[src/rtl/tlu_trigger_number_transmitter_if.sv]
// Handshake bundle between the TLU-side trigger-number transmitter and its environment.
interface tlu_trigger_number_transmitter_if #(
  parameter int DATA_BITS = 31
);
  logic                 enable;
  logic                 trigger_req;
  logic                 tlu_data_msb_first;
  logic                 trigger_number_load;
  logic [DATA_BITS-1:0] trigger_number_init;
  logic                 tlu_clock;
  logic                 tlu_busy;
  logic                 tlu_trigger;
  logic [DATA_BITS-1:0] trigger_number;
  logic                 tx_busy;
  logic [7:0]           missed_trigger_count;
  logic                 timeout_error;

  modport master (
    output enable, trigger_req, tlu_data_msb_first, trigger_number_load,
           trigger_number_init, tlu_clock, tlu_busy,
    input  tlu_trigger, trigger_number, tx_busy, missed_trigger_count, timeout_error
  );

  modport slave (
    input  enable, trigger_req, tlu_data_msb_first, trigger_number_load,
           trigger_number_init, tlu_clock, tlu_busy,
    output tlu_trigger, trigger_number, tx_busy, missed_trigger_count, timeout_error
  );
endinterface

[src/rtl/tlu_trigger_number_transmitter.sv]
// TLU emulator: raises the trigger, then shifts the trigger number out on TLU clock rises.
// Optional busy-wait timeout enabled by defining TLU_TX_TIMEOUT_EN.
module tlu_trigger_number_transmitter #(
  parameter int DATA_BITS      = 31,
  parameter int TIMEOUT_CYCLES = 255
) (
  input logic clk,
  input logic rst,
  tlu_trigger_number_transmitter_if.slave bus
);
  localparam logic [1:0] IDLE    = 2'd0;
  localparam logic [1:0] TRIGGER = 2'd1;
  localparam logic [1:0] SHIFT   = 2'd2;
  localparam logic [1:0] DONE    = 2'd3;
  localparam int CNT_W = $clog2(DATA_BITS + 1);

  logic [1:0]           state;
  logic [DATA_BITS-1:0] sr;
  logic [DATA_BITS-1:0] num_rev;
  logic [CNT_W-1:0]     bit_cnt;
  logic                 clk_q;
  logic                 clk_rise;
  logic                 req_missed;
  logic                 timeout_hit;

  always_comb begin
    num_rev = '0;
    for (int i = 0; i < DATA_BITS; i++) num_rev[i] = bus.trigger_number[DATA_BITS-1-i];
  end

  assign clk_rise    = bus.tlu_clock & ~clk_q;
  assign req_missed  = bus.trigger_req & ((state != IDLE) | ~bus.enable | bus.trigger_number_load);
  assign bus.tx_busy = (state != IDLE);

`ifdef TLU_TX_TIMEOUT_EN
  logic [15:0] tmo_cnt;
  logic        tmo_err;

  always_ff @(posedge clk or posedge rst) begin
    if (rst) begin
      tmo_cnt <= '0;
      tmo_err <= 1'b0;
    end else begin
      tmo_cnt <= (state == TRIGGER) ? tmo_cnt + 16'd1 : '0;
      if (timeout_hit) tmo_err <= 1'b1;
      else if (state == IDLE && bus.trigger_number_load) tmo_err <= 1'b0;
    end
  end

  assign timeout_hit       = (state == TRIGGER) & ~bus.tlu_busy & (tmo_cnt == 16'(TIMEOUT_CYCLES - 1));
  assign bus.timeout_error = tmo_err;
`else
  localparam int unused_timeout_cycles = TIMEOUT_CYCLES;
  assign timeout_hit       = 1'b0;
  assign bus.timeout_error = 1'b0;
`endif

  always_ff @(posedge clk or posedge rst) begin
    if (rst) begin
      state                    <= IDLE;
      sr                       <= '0;
      bit_cnt                  <= '0;
      clk_q                    <= 1'b0;
      bus.tlu_trigger          <= 1'b0;
      bus.trigger_number       <= '0;
      bus.missed_trigger_count <= '0;
    end else begin
      clk_q <= bus.tlu_clock;
      if (req_missed && bus.missed_trigger_count != 8'hFF)
        bus.missed_trigger_count <= bus.missed_trigger_count + 8'd1;
      case (state)
        IDLE: begin
          bus.tlu_trigger <= 1'b0;
          if (bus.trigger_number_load) begin
            // load wins over a simultaneous request, which is then the only miss left
            bus.trigger_number       <= bus.trigger_number_init;
            bus.missed_trigger_count <= {7'd0, bus.trigger_req};
          end else if (bus.trigger_req && bus.enable) begin
            sr              <= bus.tlu_data_msb_first ? bus.trigger_number : num_rev;
            bit_cnt         <= '0;
            bus.tlu_trigger <= 1'b1;
            state           <= TRIGGER;
          end
        end
        TRIGGER: begin
          if (bus.tlu_busy) begin
            bus.tlu_trigger <= 1'b0;
            state           <= SHIFT;
          end else if (timeout_hit) begin
            bus.tlu_trigger    <= 1'b0;
            bus.trigger_number <= bus.trigger_number + 1'b1;
            state              <= IDLE;
          end else begin
            bus.tlu_trigger <= 1'b1;
          end
        end
        SHIFT: begin
          if (!bus.tlu_busy) begin
            bus.tlu_trigger <= 1'b0;
            state           <= DONE;
          end else if (clk_rise) begin
            if (bit_cnt < CNT_W'(DATA_BITS)) begin
              bus.tlu_trigger <= sr[DATA_BITS-1];
              sr              <= sr << 1;
              bit_cnt         <= bit_cnt + 1'b1;
            end else begin
              bus.tlu_trigger <= 1'b0;
            end
          end
        end
        DONE: begin
          bus.tlu_trigger    <= 1'b0;
          bus.trigger_number <= bus.trigger_number + 1'b1;
          state              <= IDLE;
        end
        default: state <= IDLE;
      endcase
    end
  end
endmodule

[src/flat_wrapper.sv]
// flat-port wrapper written by rule: the top's interface ports become plain ports
module tlu_trigger_number_transmitter_flat 
#(
  parameter int DATA_BITS      = 31,
  parameter int TIMEOUT_CYCLES = 255
)
  (clk, rst, bus_enable, bus_trigger_req, bus_tlu_data_msb_first, bus_trigger_number_load, bus_trigger_number_init, bus_tlu_clock, bus_tlu_busy, bus_tlu_trigger, bus_trigger_number, bus_tx_busy, bus_missed_trigger_count, bus_timeout_error);
  tlu_trigger_number_transmitter_if #(.DATA_BITS(DATA_BITS)) bus_i ();
  input logic clk;
  input logic rst;
  input wire logic [$bits(bus_i.enable)-1:0] bus_enable;
  input wire logic [$bits(bus_i.trigger_req)-1:0] bus_trigger_req;
  input wire logic [$bits(bus_i.tlu_data_msb_first)-1:0] bus_tlu_data_msb_first;
  input wire logic [$bits(bus_i.trigger_number_load)-1:0] bus_trigger_number_load;
  input wire logic [$bits(bus_i.trigger_number_init)-1:0] bus_trigger_number_init;
  input wire logic [$bits(bus_i.tlu_clock)-1:0] bus_tlu_clock;
  input wire logic [$bits(bus_i.tlu_busy)-1:0] bus_tlu_busy;
  output wire logic [$bits(bus_i.tlu_trigger)-1:0] bus_tlu_trigger;
  output wire logic [$bits(bus_i.trigger_number)-1:0] bus_trigger_number;
  output wire logic [$bits(bus_i.tx_busy)-1:0] bus_tx_busy;
  output wire logic [$bits(bus_i.missed_trigger_count)-1:0] bus_missed_trigger_count;
  output wire logic [$bits(bus_i.timeout_error)-1:0] bus_timeout_error;
  assign bus_i.enable = bus_enable;
  assign bus_i.trigger_req = bus_trigger_req;
  assign bus_i.tlu_data_msb_first = bus_tlu_data_msb_first;
  assign bus_i.trigger_number_load = bus_trigger_number_load;
  assign bus_i.trigger_number_init = bus_trigger_number_init;
  assign bus_i.tlu_clock = bus_tlu_clock;
  assign bus_i.tlu_busy = bus_tlu_busy;
  assign bus_tlu_trigger = bus_i.tlu_trigger;
  assign bus_trigger_number = bus_i.trigger_number;
  assign bus_tx_busy = bus_i.tx_busy;
  assign bus_missed_trigger_count = bus_i.missed_trigger_count;
  assign bus_timeout_error = bus_i.timeout_error;
  tlu_trigger_number_transmitter #(.DATA_BITS(DATA_BITS), .TIMEOUT_CYCLES(TIMEOUT_CYCLES)) u_core (.clk(clk), .rst(rst), .bus(bus_i));
endmodule
[config.mk]
export PLATFORM = sky130hd
export DESIGN_NAME = tlu_trigger_number_transmitter_flat
export DESIGN_NICKNAME = d
export VERILOG_FILES = /design/src/rtl/tlu_trigger_number_transmitter_if.sv /design/src/rtl/tlu_trigger_number_transmitter.sv /design/src/flat_wrapper.sv
export SDC_FILE = /design/constraint.sdc
export NUM_CORES = 1
export LEC_CHECK = 0
export CORE_MARGIN = 3
export CORE_UTILIZATION = 50
export CTS_CLUSTER_DIAMETER = 50
export DETAILED_ROUTE_END_ITERATION = 7
export PLACE_DENSITY = 0.76
export SYNTH_ARGS = -nofsm -noshare
export SYNTH_HDL_FRONTEND = slang
export SYNTH_SLANG_ARGS = --single-unit
[constraint.sdc]
create_clock -name clk -period 6.9 [get_ports clk]
set_clock_uncertainty 0.15 [all_clocks]
set_input_delay 1.38 -clock clk [delete_from_list [all_inputs] [get_ports clk]]
set_output_delay 1.38 -clock clk [all_outputs]
set_load 0.02 [all_outputs]
==> results.sh, run 1 <==
export IMPL_areaGrowthSynthToFinish_pct=20.2
export IMPL_cts_sinks=79
export IMPL_cts_tree="done"
export IMPL_cts_buffers=9
export IMPL_avgViaCountPerCell=5.86
export IMPL_swShare_pct=46.1
export IMPL_placed_cell_area_sq_um=5500
export IMPL_antenna_found_initial=0
export IMPL_max_freq_ghz=0.278
export IMPL_post_route_period_util_pct=52.2
export IMPL_post_cts_resized=0
export IMPL_grt_usage_pct=23.2
export IMPL_internal_power_w=0.00144
export IMPL_synth_ff_type="dfrtp_1"
export IMPL_antenna_cells=0
export IMPL_synthDistinctLibCells=52
export IMPL_fin_area_sq_um=5700
export IMPL_wl_microns=12000
export IMPL_syn_area_per_cell_sq_um=8.64
export IMPL_initial_core_util_pct=52.9
export IMPL_clock_root_buffer="clkbuf_8"
export IMPL_maxSlewViolCount=0
export IMPL_outcome="finished, final reports clean"
export IMPL_comb_power_share_pct=51.1
export IMPL_yosysMostFrequentCell="dfrtp_1"
export IMPL_dp_hpwl_microns=8310
export IMPL_crit_slowest_cell="a21o_1"
export IMPL_synth_largest_area_cell="dfrtp_1"
export IMPL_max_stage_delay_ns=0.90
export IMPL_synth_area_leaders="dfrtp_1, a21oi_1, mux2i_1, o21ai_0, nand2_1"
export IMPL_grt_pass1_wl_microns=20000
export IMPL_rsz0062_at_grt="no"
export IMPL_worst_pin_slew_ns=1.21
export IMPL_clock_latency_ns=0.34
export IMPL_synthCells=549
export IMPL_hold_buffers=0
export IMPL_htreeDepth=3
export IMPL_clock_power_share_pct=13.4
export IMPL_first_global_vias=4050
export IMPL_drive_gt1_share_pct=6.81
export IMPL_power_density_nw_per_um2=468
export IMPL_fin_util_pct=63.5
export IMPL_critPathLaunchType="primary input"
export IMPL_synth_seq_cells=79
export IMPL_endpoint_kind="flop"
export IMPL_p_seq_share_pct=35.5
export IMPL_p_switching_w=0.00123
export IMPL_synth_top_cell_area_share_pct=41.7
export IMPL_drt_iter0_drc=304
export IMPL_hp_class="flop to flop"
export IMPL_async_flop_share_pct=100
export IMPL_critical_path_max_fanout=34
export IMPL_crit_chain="clkdlybuf4s50_1 > and2_1 > a21o_1 > nand3_1 > o211a_1"
export IMPL_worstSetupPathType="primary input to flop"
export IMPL_regArea_sq_um=1980
export IMPL_drc=0
export IMPL_io_buffers=79
export IMPL_post_cts_buffers=0
export IMPL_gr_total_overflow=0
export IMPL_ys_top_cells_by_count="dfrtp_1, a21oi_1, nand2_1"
export IMPL_ant_nets=0
export IMPL_vias=4266
export IMPL_grt_max_degree=91
export IMPL_tns_ns=0
export IMPL_cp_data_arrival_time_ns=3.68
export IMPL_synth_nets=595
export IMPL_io_pins=81
export IMPL_finalHoldViolCount=0
export IMPL_placementRows=34
export IMPL_path_clk_slew_ns=0.08
export IMPL_coreArea_sq_um=8980
export IMPL_clockBufferDepth=2
export IMPL_mappedNetlistArea_sq_um=4750
export IMPL_ir_drop_mv=0.234
export IMPL_synth_edf_count=0
export IMPL_fin_crit_ns=3.60
export IMPL_yosysSeqAreaShare_pct=41.7
export IMPL_wire_per_inst_microns=16.4
export IMPL_yosys_warnings=0
export IMPL_p_leak_nw=2.32
export IMPL_multi_input_area_sq_um=2510
export IMPL_first_pass_iters=7
export IMPL_nets=643
export IMPL_place_gp_congestion=0.817
export IMPL_worst_ep_required_time_ns=6.98
export IMPL_drv_cap=0
export IMPL_placedCellCount=712
export IMPL_slew_headroom_pct=19.0
export IMPL_fill_cells=775
export IMPL_setup_viol=0
export IMPL_die_w_microns=103
export IMPL_rrSetupSlack_ns=3.98
export IMPL_final_cells=728
export IMPL_dieArea_sq_um=10700
export IMPL_fp_dieH_microns=103
worst paths after layout:
kind,from,to,cells after the start
max in group asynchronous,rst,u_core.sr[6],3
min in group asynchronous,rst,u_core.bus.trigger_number[1],3
setup reg to reg,u_core.state[1],u_core.bus.trigger_number[28],6
hold / removal,u_core.sr[30],u_core.sr[30],2
hold reg to reg,u_core.sr[30],u_core.sr[30],2
setup / recovery,bus_trigger_number_load,u_core.bus.trigger_number[28],5
routing by layer:
layer / routed length, microns / track usage, % / up-vias
met5: 0 / 0 / -
met4: 90 / 4.08 / 0
met3: 704 / 3.22 / 9
met2: 5720 / 37.6 / 157
met1: 5450 / 33.8 / 2028
li1: - / - / 2072
flip-flops by register name, summed over array words and instances (netlist names):
name and cells:
u_core.bus.trigger_number 31, u_core.bus.tlu_trigger 1, u_core.sr 31, u_core.clk_q 1, u_core.bus.missed_trigger_count 8, u_core.state 2
u_core.bit_cnt 5
layout by cell type (no fill, tap or decap), types with 4 or more instances in the layout:
cell	synthesis	layout
mux2i_1	32	32
nor2b_1	4	4
nor2_1	51	51
o22ai_1	14	14
a2bb2oi_2	4	4
and3_1	5	5
a2bb2oi_1	6	6
inv_1	9	8
clkbuf_8	0	11
o2bb2a_1	5	5
clkdlybuf4s50_1	0	78
xnor2_1	7	7
ha_1	7	5
nand4_1	11	11
a21oi_1	70	69
nand2_1	59	59
dfrtp_1	79	79
o22a_1	5	5
buf_4	4	4
nand2b_1	4	4
nand3_1	28	28
nor3_1	6	6
o21ai_0	55	55
power by group through the flow:
stage               registers, W  clock network, W  logic, W
global placement        0.000937                 0   0.00132
detailed placement      0.000947                 0   0.00136
finish                  0.000949          0.000358   0.00136
floorplan               0.000956                 0  0.000907
CTS                     0.000941          0.000360   0.00136
global route            0.000979          0.000382   0.00152
per-stage QoR:
stage / setup WS, ns / hold slack [ns] / total power [W]
3_3_place_gp: 3.09 / 0.313 / 0.00225
6_report: 3.30 / 0.329 / 0.00267
5_1_grt: 3.15 / 0.372 / 0.00289
2_1_floorplan: 3.35 / 0.292 / 0.00186
4_1_cts: 3.35 / 0.333 / 0.00267
3_5_place_dp: 3.01 / 0.314 / 0.00231
worst max-delay path: cells and delay by family:
kind	cells	cell delay [ns]
simple gates	2	0.56
compound gates	2	1.15
buf+inv	1	0.57
cell families after synthesis:
logic type,Yosys count,synth area share (%)
AO/OA/AOI/OAI,175,22.2
XOR/XNOR,8,1.48
adder cells (fa/ha/maj),7,1.85
buffers and inverters,55,5.62
flip-flops,79,41.7
multiplexers,33,7.04
other,1,0.0790
AND/OR/NAND/NOR,191,20.1
layout make-up:
type                            count  area share, %
Multi-Input combinational cell    415           44.0
Clock inverter                      5          0.987
Timing Repair Buffer               83           14.3
Sequential cell                    79           34.7
Tap cell                          126           2.76
Clock buffer                       11           2.65
Inverter                            9          0.592
(Power assumes the default switching activity.)
==> run 2, diff against run 1 <==
==> constraint.sdc (replaced) <==
create_clock -name clk -period 3.8 [get_ports clk]
set_clock_uncertainty 0.15 [all_clocks]
set_input_delay 0.76 -clock clk [delete_from_list [all_inputs] [get_ports clk]]
set_output_delay 0.76 -clock clk [all_outputs]
set_load 0.02 [all_outputs]
==> results.sh, run 2 (same netlist as run 1, synthesis figures left out) <==
export IMPL_rrSetupSlack_ns=1.21
export IMPL_drv_cap=0
export IMPL_vias=4263
export IMPL_dieArea_sq_um=10700
export IMPL_post_cts_buffers=0
export IMPL_critical_path_depth=4
export IMPL_cp_data_arrival_time_ns=2.04
export IMPL_critical_path_max_fanout=10
export IMPL_hold_depth=2
export IMPL_r2r_start="u_core.bus.trigger_number[0]"
export IMPL_antenna_cells=0
export IMPL_post_cts_resized=0
export IMPL_placedCellCount=714
export IMPL_io_buffers=79
export IMPL_path_clk_slew_ns=0.08
export IMPL_rsz0062_at_grt="no"
export IMPL_wire_per_inst_microns=16.4
export IMPL_reg_top3="u_core.bus.trigger_number: 31 flops, u_core.sr: 31 flops, u_core.bus.missed_trigger_count: 8 flops"
export IMPL_areaGrowthSynthToFinish_pct=21.1
export IMPL_gr_total_overflow=0
export IMPL_final_common_cell="dfrtp_1"
export IMPL_htreeDepth=3
export IMPL_crit_slowest_cell="clkdlybuf4s50_1"
export IMPL_slew_headroom_pct=41.2
export IMPL_place_gp_congestion=0.848
export IMPL_worst_ep_required_time_ns=2.89
export IMPL_critical_path_most_common_cell="inv_1"
export IMPL_drc=0
export IMPL_drive_gt1_share_pct=6.79
export IMPL_clock_root_buffer="clkbuf_8"
export IMPL_cts_buffers=9
export IMPL_cts_sinks=79
export IMPL_grt_usage_pct=24.0
export IMPL_fp_dieH_microns=103
export IMPL_hp_class="flop to flop"
export IMPL_path_buf_inv=3
export IMPL_final_cells=730
export IMPL_clockBufferDepth=2
export IMPL_post_route_period_util_pct=77.7
export IMPL_ff2ff_path_depth=6
export IMPL_wl_microns=12000
export IMPL_hp_start="u_core.sr[2]"
export IMPL_worst_pin_slew_ns=0.882
export IMPL_outcome="finished, final reports clean"
export IMPL_whs_endpoint="u_core.sr[2]"
export IMPL_maxSlewViolCount=0
export IMPL_crit_chain="inv_1 > ha_1 > inv_1 > clkdlybuf4s50_1"
export IMPL_coreArea_sq_um=8980
export IMPL_endpoint_kind="primary output"
export IMPL_max_freq_ghz=0.339
export IMPL_grt_max_degree=67
export IMPL_cts_tree="done"
export IMPL_grt_pass1_wl_microns=20400
export IMPL_place_ws_ns=0.870
export IMPL_placementRows=34
export IMPL_drt_iter0_drc=277
export IMPL_nets=645
export IMPL_tns_ns=0
export IMPL_die_w_microns=103
export IMPL_critPathLaunchType="flop"
export IMPL_worstSetupPathType="flop to primary output"
export IMPL_clock_latency_ns=0.34
export IMPL_initial_core_util_pct=52.9
export IMPL_io_pins=81
export IMPL_max_stage_delay_ns=0.58
export IMPL_finalHoldViolCount=0
export IMPL_hold_buffers=0
export IMPL_fin_crit_ns=2.95
export IMPL_antenna_found_initial=0
export IMPL_first_global_vias=4096
export IMPL_final_cell_mix="dfrtp_1, clkdlybuf4s50_1, a21oi_1"
export IMPL_p_leak_nw=2.34
export IMPL_power_density_nw_per_um2=856
export IMPL_ir_drop_mv=0.457
export IMPL_dp_hpwl_microns=8440
export IMPL_ant_nets=0
export IMPL_first_pass_iters=5
export IMPL_critPathTopFamily="buffers and inverters"
export IMPL_avgViaCountPerCell=5.84
export IMPL_reg2reg_to="u_core.bus.trigger_number[28]"
export IMPL_setup_viol=0
export IMPL_worst_slack_ns=0.847
==> run 2: worst max path at each step <==
| stage | start | end | slack, ns |
|---|---|---|---|
| finish | u_core.state[0] | bus_tx_busy | 0.85 |
| global route | u_core.state[0] | bus_tx_busy | 0.72 |
| CTS | u_core.state[0] | bus_tx_busy | 0.83 |
| detailed placement | bus_trigger_number_load | u_core.bit_cnt[4] | 0.87 |
| global placement | bus_trigger_number_load | u_core.bit_cnt[4] | 0.91 |
| floorplan | rst | u_core.bit_cnt[0] | 0.87 |
==> run 2: cell type report <==
cell class / instances / area [sq um]
fill: 748 / 3230
inverter: 9 / 33.8
clock buffer: 13 / 159
tap: 126 / 158
sequential: 79 / 1980
timing repair buffer: 85 / 843
clock inverter: 3 / 65.1
multi-input combinational: 415 / 2510
==> run 2: per-stage QoR <==
stage	util, %	instance area, sq um	total power, W	hold WS (ns)
after floorplan	-	4750	0.00338	0.292
after global placement	61.5	5520	0.00413	0.311
after detailed placement	61.5	5520	0.00422	0.320
after CTS	64.0	5750	0.00493	0.338
after global routing	64.0	5750	0.00532	0.357
final	64.0	5750	0.00492	0.335
==> run 2: report_power, final <==
| group | total [W] | switching [W] | internal (W) | leakage, nW |
|---|---|---|---|---|
| clock network | 0.000699 | 0.000293 | 0.000406 | 0.114 |
| registers | 0.00172 | 0.000512 | 0.00121 | 0.956 |
| logic | 0.00250 | 0.00141 | 0.00109 | 1.27 |
| total | 0.00492 | 0.00222 | 0.00270 | 2.34 |
==> run 2: worst min-delay path, delay by kind of cell (launching register included) <==
family	cells	cell delay, ns
simple gates	1	0.05
flops	1	0.35
compound gates	1	0.06
==> run 2: routing by layer <==
metal	vias to the layer above	track usage (%)	wire length, microns
met4	0	4.18	129
met1	2056	35.0	5540
met2	127	37.6	5620
li1	2068	-	-
met5	-	0	0
met3	12	4.90	715
